**src/rtl/flight_cmd_sched_if.sv**
```systemverilog
// flight_cmd_sched_if: command-source bus between the three sources and the scheduler
//   req_valid[2:0] : per-source request (0 failsafe, 1 autopilot, 2 pilot)
//   req_ready[2:0] : per-source accept-ready
//   req_alt/req_dir: packed per-source payloads, source i at [i*W +: W]
//   altcmd/dircmd  : registered commands to dronetop
//   grant_id       : owner of the current command, 3 = none
//   active         : a source-issued command is in force
//   wdog_trip      : sticky watchdog flag
interface flight_cmd_sched_if #(
   parameter int ALT_W = 2,
   parameter int DIR_W = 3
);
   logic [2:0]         req_valid;
   logic [2:0]         req_ready;
   logic [3*ALT_W-1:0] req_alt;
   logic [3*DIR_W-1:0] req_dir;
   logic [ALT_W-1:0]   altcmd;
   logic [DIR_W-1:0]   dircmd;
   logic [1:0]         grant_id;
   logic               active;
   logic               wdog_trip;
   modport master (
      output req_valid, req_alt, req_dir,
      input  req_ready, altcmd, dircmd, grant_id, active, wdog_trip
   );
   modport slave (
      input  req_valid, req_alt, req_dir,
      output req_ready, altcmd, dircmd, grant_id, active, wdog_trip
   );
endinterface

```
**src/rtl/flight_cmd_sched.sv**
```systemverilog
// flight_cmd_sched: fixed-priority command arbiter with dwell hold, failsafe preemption and watchdog
//   clk    : clock, rising edge
//   resetn : asynchronous active-low reset
//   bus    : flight_cmd_sched_if slave (requests in, ready and registered commands out)
module flight_cmd_sched #(
   parameter int               ALT_W       = 2,
   parameter int               DIR_W       = 3,
   parameter int               HOLD_CYC    = 8,
   parameter int               WDOG_CYC    = 1000,
   parameter logic [ALT_W-1:0] ALT_NEUTRAL = '0,
   parameter logic [DIR_W-1:0] DIR_NEUTRAL = '0
) (
   input logic                 clk,
   input logic                 resetn,
   flight_cmd_sched_if.slave   bus
);
   typedef enum logic {READY, HOLD} state_t;
   localparam int HW = $clog2(HOLD_CYC + 1);
   localparam int WW = $clog2(WDOG_CYC);
   localparam logic [HW-1:0] HOLD_LD  = HW'(HOLD_CYC - 1);
   localparam logic [WW-1:0] WDOG_MAX = WW'(WDOG_CYC - 1);
   state_t           state_q, state_d;
   logic [HW-1:0]    hold_q, hold_d;
   logic [WW-1:0]    wdog_q, wdog_d;
   logic [ALT_W-1:0] alt_q, alt_d;
   logic [DIR_W-1:0] dir_q, dir_d;
   logic [1:0]       gid_q, gid_d;
   logic             act_q, act_d;
   logic             trip_q, trip_d;
   logic [2:0]       rdy;
   logic             acc;
   logic [1:0]       acc_id;
   logic             expire;
   always_ff @(posedge clk or negedge resetn) begin
      if (!resetn) begin
         state_q <= READY;
         hold_q  <= '0;
         wdog_q  <= '0;
         alt_q   <= ALT_NEUTRAL;
         dir_q   <= DIR_NEUTRAL;
         gid_q   <= 2'd3;
         act_q   <= 1'b0;
         trip_q  <= 1'b0;
      end else begin
         state_q <= state_d;
         hold_q  <= hold_d;
         wdog_q  <= wdog_d;
         alt_q   <= alt_d;
         dir_q   <= dir_d;
         gid_q   <= gid_d;
         act_q   <= act_d;
         trip_q  <= trip_d;
      end
   end
   // In READY, v & -v isolates the lowest set bit, i.e. the highest-priority source.
   // In HOLD only the failsafe may get through, and only if it does not already own the command.
   always_comb begin
      rdy = (state_q == READY) ? (bus.req_valid & (~bus.req_valid + 3'd1))
                               : {2'b00, bus.req_valid[0] & (gid_q != 2'd0)};
   end
   assign acc    = |rdy;
   assign acc_id = rdy[0] ? 2'd0 : rdy[1] ? 2'd1 : 2'd2;
   assign expire = !acc && (wdog_q == WDOG_MAX);
   always_comb begin
      state_d = acc ? HOLD
              : expire ? READY
              : (state_q == HOLD && hold_q == '0) ? READY : state_q;
      hold_d  = acc ? HOLD_LD
              : (state_q == HOLD && hold_q != '0) ? hold_q - HW'(1) : hold_q;
      wdog_d  = acc ? '0 : (wdog_q == WDOG_MAX) ? wdog_q : wdog_q + WW'(1);
      alt_d   = acc ? bus.req_alt[acc_id*ALT_W +: ALT_W] : expire ? ALT_NEUTRAL : alt_q;
      dir_d   = acc ? bus.req_dir[acc_id*DIR_W +: DIR_W] : expire ? DIR_NEUTRAL : dir_q;
      gid_d   = acc ? acc_id : expire ? 2'd3 : gid_q;
      act_d   = acc ? 1'b1 : expire ? 1'b0 : act_q;
      trip_d  = acc ? 1'b0 : expire ? 1'b1 : trip_q;
   end
   assign bus.req_ready = rdy;
   assign bus.altcmd    = alt_q;
   assign bus.dircmd    = dir_q;
   assign bus.grant_id  = gid_q;
   assign bus.active    = act_q;
   assign bus.wdog_trip = trip_q;
endmodule

```
**src/flat_wrapper.sv**
```systemverilog
// flat-port wrapper written by rule: the top's interface ports become plain ports
module flight_cmd_sched_flat 
#(
   parameter int               ALT_W       = 2,
   parameter int               DIR_W       = 3,
   parameter int               HOLD_CYC    = 8,
   parameter int               WDOG_CYC    = 1000,
   parameter logic [ALT_W-1:0] ALT_NEUTRAL = '0,
   parameter logic [DIR_W-1:0] DIR_NEUTRAL = '0
)
  (clk, resetn, bus_req_valid, bus_req_alt, bus_req_dir, bus_req_ready, bus_altcmd, bus_dircmd, bus_grant_id, bus_active, bus_wdog_trip);
  flight_cmd_sched_if #(.ALT_W(ALT_W), .DIR_W(DIR_W)) bus_i ();
  input logic clk;
  input logic resetn;
  input wire logic [$bits(bus_i.req_valid)-1:0] bus_req_valid;
  input wire logic [$bits(bus_i.req_alt)-1:0] bus_req_alt;
  input wire logic [$bits(bus_i.req_dir)-1:0] bus_req_dir;
  output wire logic [$bits(bus_i.req_ready)-1:0] bus_req_ready;
  output wire logic [$bits(bus_i.altcmd)-1:0] bus_altcmd;
  output wire logic [$bits(bus_i.dircmd)-1:0] bus_dircmd;
  output wire logic [$bits(bus_i.grant_id)-1:0] bus_grant_id;
  output wire logic [$bits(bus_i.active)-1:0] bus_active;
  output wire logic [$bits(bus_i.wdog_trip)-1:0] bus_wdog_trip;
  assign bus_i.req_valid = bus_req_valid;
  assign bus_i.req_alt = bus_req_alt;
  assign bus_i.req_dir = bus_req_dir;
  assign bus_req_ready = bus_i.req_ready;
  assign bus_altcmd = bus_i.altcmd;
  assign bus_dircmd = bus_i.dircmd;
  assign bus_grant_id = bus_i.grant_id;
  assign bus_active = bus_i.active;
  assign bus_wdog_trip = bus_i.wdog_trip;
  flight_cmd_sched #(.ALT_W(ALT_W), .DIR_W(DIR_W), .HOLD_CYC(HOLD_CYC), .WDOG_CYC(WDOG_CYC), .ALT_NEUTRAL(ALT_NEUTRAL), .DIR_NEUTRAL(DIR_NEUTRAL)) u_core (.clk(clk), .resetn(resetn), .bus(bus_i));
endmodule
```
**config.mk**
```make
export PLATFORM = sky130hd
export DESIGN_NAME = flight_cmd_sched_flat
export DESIGN_NICKNAME = d
export VERILOG_FILES = /design/src/rtl/flight_cmd_sched_if.sv /design/src/rtl/flight_cmd_sched.sv /design/src/flat_wrapper.sv
export SDC_FILE = /design/constraint.sdc
export NUM_CORES = 1
export LEC_CHECK = 0
export BUFFER_PORTS_ARGS = -buffer_cell sky130_fd_sc_hd__buf_2
export CORE_MARGIN = 3
export CORE_UTILIZATION = 30
export CTS_CLUSTER_SIZE = 8
export DETAILED_ROUTE_END_ITERATION = 6
export PLACE_DENSITY = 0.6
export SYNTH_ARGS = -nofsm -noshare
export SYNTH_HDL_FRONTEND = slang
export SYNTH_SLANG_ARGS = --single-unit
```
**constraint.sdc**
```tcl
create_clock -name clk -period 2.8 [get_ports clk]
set_input_delay 0.28 -clock clk [delete_from_list [all_inputs] [get_ports clk]]
set_output_delay 0.28 -clock clk [all_outputs]
set_load 0.005 [all_outputs]
```
==> impl_metrics.csv <==
group,metric,value,unit
run_status,outcome,"finished, violations left",
run_status,violations,"negative hold slack",
worst_setup_path,slowest_delay,0.59,ns
layout,multi_input_area,577,um2
timing,post-route-period-util,65.2,%
floorplan,io_pins,32,
clocking,clkSinkCount,24,
yosys,ys_ff_latch,24,
worst_setup_path,cp-start-kind,"flip-flop",
yosys,ys_seq_area_share,49.4,%
timing,rsz0062_at_grt,"false",
worst_setup_path,reg2reg_from,"u_core.state_q$_DFFE_PN0P_",
layout,register_area,603,um2
detailed_routing,drt_iter0_drc,22,
power,peakVddDrop,0.353,mV
floorplan,die-width,69.8,um
clocking,cts_resized,0,
power,powerDensity,846,nW/um2
yosys,synth_fp_nets,136,
detailed_routing,ant_nets,0,
floorplan,fp.coreArea,3800,um2
worst_setup_path,cp.required,2.52,ns
yosys,synthDominantCellAreaShare,45.1,%
worst_setup_path,crit_cells,2,
detailed_routing,via_per_inst,4.76,
yosys,synth_edf_count,0,
timing,clock_skew,0.00400,ns
timing,max_slew.worst_pin.slew,0.601,ns
placed_design,port_buffers,31,
yosys,yosys_most_used_dff,"dfrtp_1",
placed_design,place_inst,192,
clocking,postCtsSetupBuffers,0,
clocking,cts-root-buf,"clkbuf_8",
min_path,hp-class,"in2async",
timing,finalMaxSlewViolations,0,
layout,drive_gt1_share,29.1,%
worst_setup_path,cp_num_buf_inv,1,
timing,finalHoldViolCount,22,
timing,final-setup-viol-count,0,
yosys,syn_area_per_cell,10.7,um2
placed_design,post-place-ws,1.06,ns
yosys,yosys.cell_types.count,36,
grt,antenna_found_initial,0,
timing,fmaxAchievable,548,MHz
clocking,insertion_delay,0.27,ns
clocking,cts_max_level,1,
worst_setup_path,timing.rr.end,"u_core.bus.altcmd[0]$_DFFE_PN0P_",
yosys,synthTopCellsByCount,"dfrtp_1 (22), nor2_1 (17), inv_1 (8), nand2_1 (7), mux2i_1 (6)",
timing,timing.hold.ws,-0.0180,ns
detailed_routing,vias,932,
layout,diodes,0,
detailed_routing,detail_route.first_pass.iterations,4,
clocking,numCtsBuffers,3,
detailed_routing,drc,0,
yosys,post-synth-top-count-cell,"dfrtp_1",
placed_design,hpwl,1770,um
power,p_leak,0.708,nW
yosys,yosys_warnings,0,
layout,fillCellCount,372,
timing,min_period,1.82,ns
grt,grt_pass1_vias,923,
layout,fin_area,1500,um2
worst_setup_path,crit_type,"reg2out",
worst_setup_path,crit_chain,"nor4b_2 > buf_2",
grt,grt_usage,10.4,%
worst_setup_path,crit_family,"simple AND/OR/NAND/NOR gates",
worst_setup_path,cp.arrival,1.54,ns
worst_setup_path,cp-endpoint,"bus_req_ready[2]",
worst_setup_path,cp_max_fo,8,
floorplan,start_util,32.1,%
worst_setup_path,startpoint,"u_core.state_q$_DFFE_PN0P_",
clocking,clk_path_buf_depth,2,
timing,setup_ws,0.975,ns
yosys,syn-instance-count,114,
layout,area.growth.synth_to_final,23.3,%
layout,final_cells,196,
clocking,path_clk_slew,0.09,ns
detailed_routing,finalWirelength,2380,um
worst_setup_path,rrSetupSlack,1.08,ns
grt,grt_max_degree,25,
worst_setup_path,cp_slowest_cell,"nor4b_2",
grt,grt_pass1_wl,4090,um
run,maxCapViolCount,0,
clocking,cts_tree,"built",
worst_setup_path,worstSetupEndpointType,"primary output",
floorplan,die_area,4870,um2
yosys,synth.area.top_cells,"dfrtp_1 (45%), nor2_1 (5.2%), mux2i_1 (4.9%)",
floorplan,fp-row-count,22,
worst_setup_path,r2r_cells,4,
placed_design,dpl-instance-area,1430,um2
layout,nets,171,
clocking,cts_hold_buf,0,
yosys,syn_area,1220,um2
timing,final.setup.tns,0,ns
floorplan,die_h,69.8,um
grt,overflow,0,
yosys,yosys.area.top_type,"dfrtp_1",
yosys,async_reset_ff_share,100,%
placed_design,place_congestion,0.736,
detailed_routing,wire_per_inst,12.1,um
timing,max_slew_margin,59.8,%
registers in the layout, summed over array words and instances, names as in the netlist:
register              count
u_core.bus.active         1
u_core.bus.altcmd         2
u_core.bus.dircmd         3
u_core.bus.grant_id       2
u_core.bus.wdog_trip      1
u_core.hold_q             4
u_core.state_q            1
u_core.wdog_q            10
cell type report:
class / instances / share of cell area, %
Sequential cell: 24 / 40.1
Clock inverter: 1 / 2.00
Timing Repair Buffer: 32 / 10.8
Tap cell: 48 / 3.99
Clock buffer: 3 / 2.75
Multi-Input combinational cell: 80 / 38.4
Inverter: 8 / 2.00
worst min path at each step:
stage            from  slack (ns)                          endpoint  cells past startpoint
2_1_floorplan  resetn       -0.02     u_core.bus.active$_DFFE_PN0P_                      0
3_5_place_dp   resetn        0.31      u_core.wdog_q[3]$_DFFE_PN0P_                      1
4_1_cts        resetn      0.0008  u_core.bus.dircmd[2]$_DFFE_PN0P_                      1
3_3_place_gp   resetn        0.29  u_core.bus.wdog_trip$_DFFE_PN0P_                      1
6_report       resetn       -0.02  u_core.bus.dircmd[2]$_DFFE_PN0P_                      1
5_1_grt        resetn        0.02  u_core.bus.dircmd[1]$_DFFE_PN0P_                      1
per-layer routing:
metal	GRT usage [%]	vias up	wire length (um)
met2	16.7	28	1030
li1	-	465	-
met3	1.74	4	134
met1	13.7	435	1170
met5	0	-	0
met4	4.47	0	38
per-stage QoR:
| step | total power [mW] | util [%] |
|---|---|---|
| floorplan | 0.831 | - |
| CTS | 1.29 | 39.6 |
| finish | 1.27 | 39.6 |
| detailed placement | 0.976 | 37.7 |
| global placement | 0.963 | 37.7 |
| global route | 1.36 | 39.6 |
layout by cell type (no fill, tap or decap), types with 3 or more instances in the layout:
cell      count
a21o_1        3
a21oi_1       4
a221o_1       5
buf_2        31
clkbuf_8      3
dfrtp_1      22
inv_1         8
mux2i_1       6
nand2_1       7
nor2_1       17
xnor2_1       4
xor2_1        4
worst reg2reg max path: cells and delay by family, from the launching register on:
| kind | cells | cell delay, ns |
|---|---|---|
| compound gates | 3 | 1.03 |
| flops | 1 | 0.47 |
| simple gates | 1 | 0.12 |
kinds of logic after synthesis:
kind of cell / share of synthesized area [%]
and+or+nand+nor: 20.6
DFF: 49.4
AOI/OAI and AO/OA: 14.0
buffers and inverters: 3.28
xor gates and xnor gates: 5.74
muxes: 4.92
adders and majority gates: 2.05
power by group:
group          total (mW)  leakage, nW  switching, mW  internal [mW]
clock               0.306       0.0357          0.115          0.191
combinational       0.421        0.377          0.216          0.205
sequential          0.545        0.295         0.0862          0.458
(Power assumes the default switching activity.)
